==> src/rtl/hex_syscall_resp.sv <==
// Syscall responder for the hex core: executes EXIT, WRITE and READ requests
// against byte-wide host streams and returns a single result word per request.
module hex_syscall_resp #(
    parameter int unsigned STREAM_WIDTH = 8
) (
    input  logic                    i_clk,
    input  logic                    i_rst_n,
    input  logic                    i_req_valid,
    output logic                    o_req_ready,
    input  logic [1:0]              i_req_syscall,
    input  logic [31:0]             i_req_arg0,
    input  logic [31:0]             i_req_arg1,
    output logic                    o_rsp_valid,
    input  logic                    i_rsp_ready,
    output logic [31:0]             o_rsp_data,
    output logic                    o_rsp_err,
    output logic                    o_tx_valid,
    input  logic                    i_tx_ready,
    output logic [7:0]              o_tx_data,
    output logic [STREAM_WIDTH-1:0] o_tx_stream,
    output logic                    o_rx_req,
    input  logic                    i_rx_valid,
    output logic [STREAM_WIDTH-1:0] o_rx_stream,
    input  logic [7:0]              i_rx_data,
    output logic                    o_exit,
    output logic [31:0]             o_exit_code,
    output logic [31:0]             o_tx_count,
    output logic [31:0]             o_rx_count
);

    localparam int unsigned WORD_W = 32;
    localparam int unsigned BYTE_W = 8;

    typedef enum logic [1:0] {
        SC_EXIT    = 2'd0,
        SC_WRITE   = 2'd1,
        SC_READ    = 2'd2,
        SC_ILLEGAL = 2'd3
    } syscall_t;

    typedef enum logic [2:0] {
        ST_IDLE = 3'd0,
        ST_TX   = 3'd1,
        ST_RX   = 3'd2,
        ST_RESP = 3'd3,
        ST_HALT = 3'd4
    } state_t;

    state_t                  state_q;
    logic                    tx_valid_q;
    logic                    rx_req_q;
    logic                    rsp_valid_q;
    logic [WORD_W-1:0]       rsp_data_q;
    logic                    rsp_err_q;
    logic [BYTE_W-1:0]       tx_data_q;
    logic [STREAM_WIDTH-1:0] stream_q;
    logic                    exit_q;
    logic [WORD_W-1:0]       exit_code_q;
    logic [WORD_W-1:0]       tx_count_q;
    logic [WORD_W-1:0]       rx_count_q;

    // Only the low stream bits of arg1 are carried to the host.
    logic unused_arg1;
    assign unused_arg1 = ^i_req_arg1;

    // Request sequencing; every output bit below is a register except ready.
    always_ff @(posedge i_clk or negedge i_rst_n) begin
        if (!i_rst_n) begin
            state_q     <= ST_IDLE;
            tx_valid_q  <= 1'b0;
            rx_req_q    <= 1'b0;
            rsp_valid_q <= 1'b0;
            rsp_data_q  <= '0;
            rsp_err_q   <= 1'b0;
            tx_data_q   <= '0;
            stream_q    <= '0;
            exit_q      <= 1'b0;
            exit_code_q <= '0;
            tx_count_q  <= '0;
            rx_count_q  <= '0;
        end else begin
            case (state_q)
                ST_IDLE: begin
                    if (i_req_valid) begin
                        tx_data_q <= i_req_arg0[BYTE_W-1:0];
                        stream_q  <= i_req_arg1[STREAM_WIDTH-1:0];
                        case (syscall_t'(i_req_syscall))
                            SC_WRITE: begin
                                state_q    <= ST_TX;
                                tx_valid_q <= 1'b1;
                            end
                            SC_READ: begin
                                state_q  <= ST_RX;
                                rx_req_q <= 1'b1;
                            end
                            SC_EXIT: begin
                                state_q     <= ST_RESP;
                                rsp_valid_q <= 1'b1;
                                rsp_data_q  <= i_req_arg0;
                                rsp_err_q   <= 1'b0;
                                exit_q      <= 1'b1;
                                exit_code_q <= i_req_arg0;
                            end
                            default: begin
                                state_q     <= ST_RESP;
                                rsp_valid_q <= 1'b1;
                                rsp_data_q  <= '0;
                                rsp_err_q   <= 1'b1;
                            end
                        endcase
                    end
                end
                ST_TX: begin
                    if (i_tx_ready) begin
                        state_q     <= ST_RESP;
                        tx_valid_q  <= 1'b0;
                        tx_count_q  <= tx_count_q + WORD_W'(1);
                        rsp_valid_q <= 1'b1;
                        rsp_data_q  <= '0;
                        rsp_err_q   <= 1'b0;
                    end
                end
                ST_RX: begin
                    if (i_rx_valid) begin
                        state_q     <= ST_RESP;
                        rx_req_q    <= 1'b0;
                        rx_count_q  <= rx_count_q + WORD_W'(1);
                        rsp_valid_q <= 1'b1;
                        rsp_data_q  <= {(WORD_W-BYTE_W)'(0), i_rx_data};
                        rsp_err_q   <= 1'b0;
                    end
                end
                ST_RESP: begin
                    if (i_rsp_ready) begin
                        rsp_valid_q <= 1'b0;
                        state_q     <= exit_q ? ST_HALT : ST_IDLE;
                    end
                end
                ST_HALT: state_q <= ST_HALT;
                default: state_q <= ST_IDLE;
            endcase
        end
    end

    assign o_req_ready = (state_q == ST_IDLE);
    assign o_rsp_valid = rsp_valid_q;
    assign o_rsp_data  = rsp_data_q;
    assign o_rsp_err   = rsp_err_q;
    assign o_tx_valid  = tx_valid_q;
    assign o_tx_data   = tx_data_q;
    assign o_tx_stream = stream_q;
    assign o_rx_req    = rx_req_q;
    assign o_rx_stream = stream_q;
    assign o_exit      = exit_q;
    assign o_exit_code = exit_code_q;
    assign o_tx_count  = tx_count_q;
    assign o_rx_count  = rx_count_q;

endmodule

==> config.mk <==
export PLATFORM = sky130hd
export DESIGN_NAME = hex_syscall_resp
export DESIGN_NICKNAME = d
export VERILOG_FILES = /design/src/rtl/hex_syscall_resp.sv
export SDC_FILE = /design/constraint.sdc
export NUM_CORES = 1
export LEC_CHECK = 0
export BUFFER_PORTS_ARGS = -buffer_cell sky130_fd_sc_hd__buf_2
export CAP_MARGIN = 0
export CORE_MARGIN = 3
export CORE_UTILIZATION = 40
export CTS_BUF_LIST = sky130_fd_sc_hd__clkbuf_4 sky130_fd_sc_hd__clkbuf_8 sky130_fd_sc_hd__clkbuf_16
export CTS_CLUSTER_SIZE = 12
export DETAILED_ROUTE_END_ITERATION = 10
export PLACE_DENSITY = 0.66
export SYNTH_ARGS = -nofsm -noshare
export SYNTH_HDL_FRONTEND = slang
export SYNTH_SLANG_ARGS = --single-unit
==> constraint.sdc <==
create_clock -name i_clk -period 2.32 [get_ports i_clk]
set_input_delay 0 -clock i_clk [delete_from_list [all_inputs] [get_ports i_clk]]
set_output_delay 0 -clock i_clk [all_outputs]
set_load 0.005 [all_outputs]
### Word level (Yosys, flattened, before mapping)

Cells that the tools add are included.

| cells by class | value |
|---|---|
| add/sub/neg operators | 2 |
| $mul | 0 |
| div/mod/pow operators | 0 |
| magnitude comparators | 0 |
| equality and inequality tests | 13 |
| shift operators | 0 |
| muxes and demuxes | 29 |
| bitwise logic cells | 0 |
| reductions and logical operators | 16 |

Operator list:

| cell | count |
|---|---|
| 2-to-1 mux 32 bit | 3 |
| case mux 32 bit (3 select lines) | 1 |
| adder 32 x 1 -> 32 bit (second input constant) | 2 |
| case mux 32 bit (2 select lines) | 1 |
| 2-to-1 mux 3 bit | 5 |
| case mux 3 bit (5 select lines) | 1 |
| 2-to-1 mux 1 bit | 12 |
| AND reduction 4 bit | 3 |
| != test 2 bit (second input constant) | 5 |
| == test 3 x 2 -> 1 bit (second input constant) | 2 |
| case mux 1 bit (2 select lines) | 3 |
| AND reduction 2 bit | 3 |
| AND reduction 6 bit | 1 |
| AND reduction 5 bit | 1 |
| != test 2 x 1 -> 1 bit (second input constant) | 2 |
| case mux 1 bit (4 select lines) | 1 |
| case mux 2 bit (2 select lines) | 1 |
| nonzero test 2 bit | 2 |
| nonzero test 4 bit | 1 |
| == test 3 x 1 -> 1 bit (second input constant) | 1 |
| == test 3 bit (second input constant) | 1 |
| zero test 3 bit | 1 |
| case mux 1 bit (3 select lines) | 1 |
| AND reduction 3 bit | 1 |
| 5 further kinds | 5 |

| storage, ports and cells | value |
|---|---|
| register bits after elaboration | 152 |
| latch bits | 0 |
| RAM bits | 0 |
| memory bits (read-only) | 0 |
| bits of input ports | 80 |
| output and inout port bits | 158 |
| logic and storage cells | 72 |
| memories | 0 |

### Longest topological paths before layout

| logic depth | value |
|---|---|
| word-level depth | 5 |
| mapped depth | 7 |

### Worst setup path before layout

No wires, ideal clock.

| timing path | value |
|---|---|
| path kind | reg-to-reg |
| from | register state_q[0] |
| to | register rsp_data_q[3], in the netlist o_rsp_data[3] |
| library setup time | 0.128 ns |
| arrival | 1.749 ns |
| required time | 2.192 ns |
| setup slack | 0.443 ns |
| stages on the path, launching flop included | 6 |
| path buffers | 2 |
| path through | dfrtp_1 -> buf_4 -> a21boi_0 -> a2111oi_4 -> buf_4 -> mux2_1 |

| on the way | value |
|---|---|
| cells in the longest elaborated chain, start to end | 3 |
| elaborated cells between the ends (all ways) | 10 |

Ends and longest elaborated chain:

| what | line | text |
|---|---|---|
| start, declared | 49 | `state_t state_q;` |
| start signal, assigned | 136 | `state_q <= exit_q ? ST_HALT : ST_IDLE;` |
| == test 3 x 2 -> 1 bit, or another cell as far along | 82 | `case (state_q)` |
| != test 2 bit (no line) / nonzero test 3 bit (equally long branches) | - |  |
| AND reduction 5 bit (no line) | - |  |
| end signal, assigned | 99 | `rsp_data_q <= i_req_arg0;` |
| end signal, assigned | 129 | `rsp_data_q <= {(WORD_W-BYTE_W)'(0), i_rx_data};` |
| end, declared | 53 | `logic [WORD_W-1:0] rsp_data_q;` |

Parallel ways exist; a longest one is shown, timed or not.
A chain may end at the register's enable or synchronous reset.

### Final worst setup path

| timing path | value |
|---|---|
| from | register state_q[1] |
| to | register rsp_data_q[2], in the netlist o_rsp_data[2] |

The elaborated chain is that of the path after synthesis.

==> results.md <==
- Status: complete, no violations
- Number of I/O port buffers: 213
- Portion of synthesized cell area occupied by the leading cell type: 0.5505
- Setup repair after global routing missed its margin: no
- H-tree depth: 4
- Asr flop ratio synth: 1.000
- Net total in the final layout: 923
- Number of rows created at floorplan: 47
- Remaining routing DRC violations: 0
- Crit Path Class: register to register
- Wire length per cell after detailed routing: 16.48 um
- Final hold violation count: 0
- Core Region: 16,760 um^2
- Top cells by area, synth: sky130_fd_sc_hd__dfrtp_1 55%, sky130_fd_sc_hd__xnor2_1 7.6%, sky130_fd_sc_hd__mux2_4 6.3%
- All-layer global routing usage: 0.1914
- Critical Path AT: 2.40 ns
- Fraction of layout instances using a drive strength above 1: 0.3800
- TritonCTS clock tree: built
- Global-route congestion overflow total: 0
- Setup Total Neg Slack: 0 ns
- Final setup violation count: 0
- Router iterations before antenna repair: 5
- Number of distinct library cells after synthesis: 46
- Actual slew at the worst max-slew pin: 0.7021 ns
- Sequential cell area fraction in the yosys report: 0.5505
- Number of ports placed on the die boundary: 238
- Vert. Die Dim: 137.4 um
- Number of enable flip-flop cells after synthesis: 0
- Final worst-path cycle share: 0.9067
- Routed wire length: 17.64 mm
- Largest net degree at the start of global routing: 64
- Post-Route Skew: 0.005820 ns
- Clock input transition at the sequential cells of the worst setup and hold paths: 0.06 ns
- DRC violation total after the first TritonRoute iteration: 191
- Synthesized netlist cell count: 563
- Endpoint class of the critical path: register
- Starting Density: 0.4122
- Most repeated cell in the gate-level netlist after synthesis: sky130_fd_sc_hd__dfrtp_1
- Die X-Extent: 137.4 um
- Insertion delay of the later-clocked pin in the worst-skew pair: 0.41 ns
- Category of the worst setup path launch point: register
- Area delta synth->final: 35.40%
- Post-Route Hold Slack: 0.01011 ns
- Met3 capacity usage during global routing: 0.07268
- Number of CTS-inserted buffers: 17
- Wire length of the first global-routing pass: 28.23 mm
- Cell type with the highest aggregate area in the netlist: sky130_fd_sc_hd__dfrtp_1
- Post-layout minimum cycle time: 2.103 ns
- Ys flop type: sky130_fd_sc_hd__dfrtp_1
- Via count of the first global-routing pass: 5,275
- Number of storage elements in the synthesis netlist: 152
- Clock sinks: 152
- Max VDD drop: 0.6606 mV
- Mean post-synth cell area: 12.27 um^2
- Maxcap violations: 0
- # diodes: 0
- Peak Freq: 475.4 MHz
- Initial antenna violation count: 0
- Cell area power density: 1073 nW/um^2
- Die area: 18,890 um^2
- Number of pins exceeding their max-slew limit in the final report: 0
- Top post-synthesis cells by count: 152 x sky130_fd_sc_hd__dfrtp_1, 60 x sky130_fd_sc_hd__xnor2_1, 55 x sky130_fd_sc_hd__nand2_1
- Netlist area before placement: 6909 um^2
- Worst EP required: 2.61 ns
- Worst-path fanout max: 14
- Type of the worst min-delay path: input port to register
- Fillers: 1,434
- Number of vias per cell after detailed routing: 4.900
- Bufs on Longest Clock Path: 2
- Gp weighted congestion: 0.8002
- Leakage power total: 4.701 nW
- Final HPWL from detailed placement: 11.99 mm
- Overall power after layout: 10.04 mW
- Count of yosys warnings during synthesis: 0
- Syn nets: 648
- M1 GR Usage: 0.2485
- Core utilization of the finished layout: 0.5582
- Met2 Track Usage GR: 0.3040
- Antenna-violating nets left: 0
- Via Count: 5,243
- Peak-usage layer in the global routing report: met2
- Normalized max-slew margin: 0.5276
- Clock root cell: sky130_fd_sc_hd__clkbuf_16
-- worst max-delay path, cell delays in order (launching register included) --
cell                        delay (ns)
sky130_fd_sc_hd__dfrtp_1          0.63
sky130_fd_sc_hd__a211oi_1         0.25
sky130_fd_sc_hd__a2111oi_4        0.49
sky130_fd_sc_hd__buf_4            0.28
sky130_fd_sc_hd__mux2_2           0.34
-- layer usage --
layer / share of wire / up-vias
met1: 0.44 / 2579
met4: 0.0059 / 0
met3: 0.079 / 7
met2: 0.47 / 156
li1: - / 2501
met5: 0 / -
-- area by class of cell --
class,count,area (um^2),share of cell area
timing repair buffer,284,1763,0.1884
sequential,152,3804,0.4066
inverter,34,127.6,0.01364
clock buffer,23,495.5,0.05296
tap,220,275.3,0.02942
multi-input combinational,349,2795,0.2988
clock inverter,8,95.09,0.01016
-- placed cells by master (no fill, tap or decap), types with 2 or more instances in the layout --
cell                            synthesis  layout
sky130_fd_sc_hd__xor2_1                 3       3
sky130_fd_sc_hd__mux2_4                29      29
sky130_fd_sc_hd__nand2_1               55      55
sky130_fd_sc_hd__nor2b_1                2       2
sky130_fd_sc_hd__buf_4                 14      16
sky130_fd_sc_hd__nor3_1                 6       5
sky130_fd_sc_hd__nor4_4                 3       3
sky130_fd_sc_hd__nand3_1               26      26
sky130_fd_sc_hd__bufinv_16              0       2
sky130_fd_sc_hd__mux2_2                23      23
sky130_fd_sc_hd__clkbuf_16              0      17
sky130_fd_sc_hd__and4_1                 4       4
sky130_fd_sc_hd__clkbuf_4               0       2
sky130_fd_sc_hd__nand4_1               38      38
sky130_fd_sc_hd__inv_1                 34      34
sky130_fd_sc_hd__a22o_1                 8       8
sky130_fd_sc_hd__nor2_1                14      14
sky130_fd_sc_hd__dlygate4sd3_1          0      53
sky130_fd_sc_hd__dfrtp_1              152     152
sky130_fd_sc_hd__buf_12                 0       2
sky130_fd_sc_hd__and3_1                11      11
sky130_fd_sc_hd__mux2_1                 5       5
sky130_fd_sc_hd__xnor2_1               60      60
sky130_fd_sc_hd__ha_1                   5       5
sky130_fd_sc_hd__nor4_1                 7       7
sky130_fd_sc_hd__nand4bb_1              2       2
sky130_fd_sc_hd__clkinvlp_4             0       2
sky130_fd_sc_hd__mux2i_1               24      24
sky130_fd_sc_hd__and2_1                 3       3
sky130_fd_sc_hd__buf_2                  6     212
sky130_fd_sc_hd__o21ai_0                3       3
sky130_fd_sc_hd__clkinv_2               0       4
sky130_fd_sc_hd__clkbuf_8               0       4
-- stage by stage --
stage / instances / worst slack (ns) / cell area, um^2
after CTS: 1070 / 0.2066 / 9350
final: 1070 / 0.2165 / 9355
after floorplan: 563 / 0.4434 / 6909
after global placement: 986 / 0.1976 / 8229
after detailed placement: 986 / 0.2255 / 8229
after global routing: 1070 / 0.001724 / 9355
-- where the power goes --
group	internal, mW	switching [mW]
clock network	1.71	1.04
logic	1.81	1.47
registers	3.43	0.567
-- registers in the layout, indices dropped and copies added, names as in the netlist --
name,cells
o_rsp_err,1
o_rx_stream,8
o_tx_count,32
o_tx_valid,1
o_tx_data,8
o_rx_count,32
state_q,3
o_rsp_data,32
o_exit,1
o_exit_code,32
o_rx_req,1
o_rsp_valid,1
-- cells by family after synthesis --
kind of cell / after synthesis / share of synthesized area
and+or+nand+nor: 179 / 0.1454
DFF: 152 / 0.5505
muxes: 81 / 0.1434
xor gates and xnor gates: 63 / 0.07986
buffers and inverters: 62 / 0.04563
AOI/OAI and AO/OA: 21 / 0.02608
adders and majority gates: 5 / 0.009055
-- path summary, 6_finish.rpt --
path / startpoint / endpoint / slack [ns] / cells after the start
setup / recovery: state_q[1] / o_rsp_data[2] / 0.22 / 4
hold / removal: i_rx_valid / o_rx_req / 0.01 / 3
setup reg to reg: state_q[1] / o_rsp_data[2] / 0.22 / 4
hold reg to reg: o_rx_count[31] / o_rx_count[31] / 0.46 / 1
max in group asynchronous: i_rst_n / o_tx_count[8] / 1.44 / 3
min in group asynchronous: i_rst_n / o_tx_count[30] / 0.14 / 2
-- repair_timing --
item                                   4_1_cts  5_1_grt
gates resized for setup                      0        1
setup buffers                                0        0
endpoints found under the hold margin      144        0
setup endpoints to repair                    0        1
hold buffers                                53        0
(Power assumes the default switching activity.)
